## src/rtl/exc_ctrl.sv

```systemverilog
// exc_ctrl: write-back exception/interrupt/ERTN/refetch arbiter with one-cycle CSR event pulse and timed pipeline flush.
module exc_ctrl #(
    parameter int FLUSH_CYCLES = 2
) (
    input  logic        clk,
    input  logic        resetn,
    input  logic        wb_valid,
    input  logic [31:0] wb_pc,
    input  logic        wb_exc,
    input  logic [5:0]  wb_excode,
    input  logic [8:0]  wb_esubcode,
    input  logic [31:0] wb_badv,
    input  logic        wb_ertn,
    input  logic        wb_refetch,
    input  logic [11:0] is,
    input  logic [11:0] lie,
    input  logic        ie,
    output logic        wb_ready,
    output logic        commit_ok,
    output logic        is_exc,
    output logic        is_ertn,
    output logic        is_fetch_again,
    output logic [5:0]  excode,
    output logic [8:0]  esubcode,
    output logic [31:0] badvaddr,
    output logic [31:0] csr_pc,
    output logic        pipe_flush,
    output logic [15:0] exc_cnt
);
    typedef enum logic [1:0] {IDLE, ISSUE, FLUSH} state_t;
    localparam logic [3:0] CNT_INIT = 4'(FLUSH_CYCLES - 1);
    state_t state, state_nx;
    logic [3:0] cnt, cnt_nx;
    logic accept, int_take, take_exc, ev, sync_exc;
    // wb_ready is gated by resetn so nothing retires while reset is held
    assign wb_ready   = resetn && state == IDLE;
    assign accept     = wb_valid && wb_ready;
    assign int_take   = ie && |(is & lie);
    assign take_exc   = int_take || wb_exc;
    assign sync_exc   = wb_exc && !int_take;
    assign ev         = accept && (take_exc || wb_ertn || wb_refetch);
    assign commit_ok  = accept && !take_exc;
    assign pipe_flush = state != IDLE;
    always_comb begin
        state_nx = state;
        cnt_nx   = cnt;
        case (state)
            IDLE:  state_nx = ev ? ISSUE : IDLE;
            ISSUE: begin
                state_nx = FLUSH;
                cnt_nx   = CNT_INIT;
            end
            FLUSH: begin
                state_nx = cnt == 4'd0 ? IDLE : FLUSH;
                cnt_nx   = cnt == 4'd0 ? 4'd0 : cnt - 4'd1;
            end
            default: state_nx = IDLE;
        endcase
    end
    always_ff @(posedge clk or negedge resetn) begin
        if (!resetn) begin
            state <= IDLE;
            cnt   <= 4'd0;
        end else begin
            state <= state_nx;
            cnt   <= cnt_nx;
        end
    end
    always_ff @(posedge clk or negedge resetn) begin
        if (!resetn) begin
            is_exc         <= 1'b0;
            is_ertn        <= 1'b0;
            is_fetch_again <= 1'b0;
            excode         <= 6'h00;
            esubcode       <= 9'h000;
            badvaddr       <= 32'h0;
            csr_pc         <= 32'h0;
            exc_cnt        <= 16'h0;
        end else begin
            is_exc         <= ev && take_exc;
            is_ertn        <= ev && !take_exc && wb_ertn;
            is_fetch_again <= ev && !take_exc && !wb_ertn && wb_refetch;
            if (ev) begin
                excode   <= sync_exc ? wb_excode : 6'h00;
                esubcode <= sync_exc ? wb_esubcode : 9'h000;
                badvaddr <= sync_exc ? wb_badv : 32'h0;
                csr_pc   <= wb_pc;
                exc_cnt  <= exc_cnt == 16'hFFFF ? exc_cnt : exc_cnt + 16'h1;
            end
        end
    end
endmodule

```

## config.mk

```make
export PLATFORM = sky130hd
export DESIGN_NAME = exc_ctrl
export DESIGN_NICKNAME = d
export VERILOG_FILES = /design/src/rtl/exc_ctrl.sv
export SDC_FILE = /design/constraint.sdc
export NUM_CORES = 1
export LEC_CHECK = 0
export ABC_AREA = 1
export CAP_MARGIN = 20
export CELL_PAD_IN_SITES_DETAIL_PLACEMENT = 1
export CELL_PAD_IN_SITES_GLOBAL_PLACEMENT = 1
export CORE_MARGIN = 5
export CORE_UTILIZATION = 32
export CTS_CLUSTER_DIAMETER = 40
export CTS_CLUSTER_SIZE = 24
export DETAILED_ROUTE_END_ITERATION = 8
export MAX_ROUTING_LAYER = met4
export PLACE_DENSITY = 0.91
export SLEW_MARGIN = 20
export SYNTH_ARGS = -nofsm -noshare
export SYNTH_HDL_FRONTEND = slang
export SYNTH_SLANG_ARGS = --single-unit
```

## constraint.sdc

```tcl
create_clock -name clk -period 2.4 [get_ports clk]
set_input_delay 0.48 -clock clk [delete_from_list [all_inputs] [get_ports clk]]
set_output_delay 0.48 -clock clk [all_outputs]
set_load 0.01 [all_outputs]
```

==> impl_metrics.csv <==
group,metric,value,unit
placed_design,portBuffers,210,
sta,fin_hold_ws,0.267,ns
placed_design,gp_congestion,0.791,
pwr,ir_drop,517,µV
placed_design,dpl.cell_count,950,
sta,finalCriticalPeriod,2.28,ns
yosys,syn_nets,687,
floorplan,io_pins,211,
worst_setup_path,ff2ff_setup_slack,0.24,ns
worst_setup_path,arrival,1.80,ns
worst_setup_path,required,1.92,ns
cells_and_area,final_core_util,51.1,%
detailed_routing,first_iter_violations,184,
floorplan,core_area,14600,µm²
cells_and_area,fin_area,7460,µm²
cells_and_area,final_common_cell,"clkdlybuf4s50_1",
detailed_routing,num_vias,4786,
worst_setup_path,cp_slowest_cell,"clkdlybuf4s50_1",
yosys,avgSynthCellArea,8.38,µm²
placed_design,dpl_worst_slack,-0.444,ns
worst_setup_path,cpMostUsedCell,"nand2_1",
yosys,synthCells,571,
yosys,synth_area,4780,µm²
grt,grt.overflow.total,0,
sta,rsz0062_at_grt,"no",
detailed_routing,avgViaCountPerCell,4.94,
worst_setup_path,path_class,"in -> out",
cells_and_area,layout_common_cells,"clkdlybuf4s50_1, nand2_1, dfrtp_1",
grt,grt_start_max_net_pins,55,
yosys,synthDistinctLibCells,23,
worst_setup_path,worst_path_largest_cell_delay,0.41,ns
sta,hold_violations,0,
floorplan,start_util,32.8,%
grt,grt.total_usage,19.0,%
worst_setup_path,cp_cell_sequence,"clkdlybuf4s50_1, nand2_1, nand2_1, nor2_4, nand3_2, a21oi_4, nand2_2, inv_1, clkdlybuf4s15_2",
clocking,clk_latency,0.35,ns
grt,grt_first_pass_wirelength,26.3,mm
sta,worstMarginPinSlew,0.699,ns
detailed_routing,ant_nets,0,
yosys,yosysWarnings,0,
clocking,clock-sinks,104,
clocking,cts_buffers,9,
worst_setup_path,worstSetupStartpointType,"primary input",
sta,final-setup-viol-count,0,
floorplan,dieArea,17500,µm²
cells_and_area,drive_gt1_share,6.77,%
detailed_routing,wl,16.4,mm
sta,fin_skew,0.00558,ns
cells_and_area,area_growth_syn_to_layout,56.0,%
cells_and_area,final_nets,894,
status,status,"finished clean",
sta,fin_crit_sh,95.1,%
sta,fmax,438,MHz
sta,fin_tns_setup,0,ns
floorplan,dieWidth,132,µm
sta,maxSlewViolCount,0,
pwr,p_per_area,882,nW/µm²
clocking,cts_buffer_depth,2,
grt,antenna_found_initial,1,
floorplan,die_h,132,µm
grt,grt_pass1_vias,5041,
worst_setup_path,crit_fanout,2,
worst_hold_path,hold_path_class,"in -> async",
clocking,cts_tree,"yes",
pwr,total_power,6.58,mW
floorplan,rows,44,
cells_and_area,final_cells,968,
pwr,p_leak,3.34,nW
clocking,cts-root-buf,"clkbuf_16",
placed_design,placed_cell_area,7110,µm²
sta,setup_slack,0.117,ns
worst_setup_path,end_kind,"output pin",
run,cap_violations,0,
placed_design,dp_hpwl,12.2,mm
detailed_routing,drc,0,
yosys,ys_ff_latch,104,
sta,relSlewSlack,53.4,%
detailed_routing,drt_pass1_iterations,4,
clocking,clk_pin_slew,0.07,ns
clocking,htreeDepth,3,
detailed_routing,wire_per_inst,17.0,µm
clocking,hold_buffers,0,
yosys,yosysSeqAreaShare,54.4,%
flip-flops by register name, summed over array words and instances (netlist names):
signal          flops
badvaddr           32
cnt                 4
csr_pc             32
esubcode            9
exc_cnt            16
excode              6
is_ertn             1
is_exc              1
is_fetch_again      1
state               2
where the power goes:
part | leakage, nW | total [mW] | internal, mW | switching [mW]
sequential | 1.37 | 2.60 | 2.27 | 0.324
combinational | 1.82 | 2.48 | 1.34 | 1.14
clock | 0.150 | 1.50 | 0.812 | 0.692
total | 3.34 | 6.58 | 4.42 | 2.16
final cells by class:
cell class / instances / area, µm²
Tap cell: 184 / 230
Fill cell: 1711 / 7130
Antenna cell: 1 / 2.50
Timing Repair Buffer: 231 / 2310
Clock buffer: 9 / 225
Clock inverter: 7 / 71.3
Multi-Input combinational cell: 408 / 1930
Inverter: 24 / 90.1
Sequential cell: 104 / 2600
worst max-delay path: cells and delay by family:
family	cells	cell delay [ns]
buffers and inverters	3	0.70
and+or+nand+nor	5	0.45
AOI/OAI and AO/OA	1	0.17
cell families after synthesis:
logic type      count (synthesis)  share of synthesized area [%]
fa+ha+maj                       6                           1.57
compound gates                 57                           6.09
simple gates                  337                           30.5
buf+inv                        59                           5.94
xor+xnor                        8                           1.46
flops                         104                           54.4
Yosys cell counts, drive strengths merged:
master / n / area share, %
nand4: 20 / 2.6
o211a: 1 / 0.21
a31oi: 1 / 0.13
nand2: 195 / 15
xor2: 4 / 0.73
a21oi: 2 / 0.21
or2: 1 / 0.13
nor2: 29 / 2.4
clkbuf: 12 / 0.94
buf: 23 / 3.1
nand3: 92 / 9.9
ha: 6 / 1.6
dfrtp: 104 / 54
inv: 24 / 1.9
xnor2: 4 / 0.73
o21ai: 53 / 5.5
routing by layer:
| layer | share of wire (%) | routed length [µm] | GRT usage, % |
|---|---|---|---|
| met1 | 40 | 6650 | 21.6 |
| met2 | 52 | 8500 | 32.9 |
| met3 | 5.5 | 897 | 4.96 |
| met4 | 2.4 | 398 | 5.49 |
| met5 | 0 | 0 | - |
worst paths after layout:
kind | startpoint | end | cells past startpoint
min | resetn | csr_pc[13] | 2
max reg2reg | state[0] | esubcode[8] | 11
max in group asynchronous | resetn | cnt[1] | 3
min in group clk | csr_pc[14] | csr_pc[14] | 2
max | lie[0] | commit_ok | 9
min reg2reg | csr_pc[14] | csr_pc[14] | 2
timing repair:
item | CTS | global route
endpoints found under the setup margin | 1 | 75
cloned | 0 | 0
gates resized for setup | 7 | 7
buffers inserted | 1 | 0
pin swaps | 1 | 4
No activity file was read; power rests on OpenSTA's default activity.
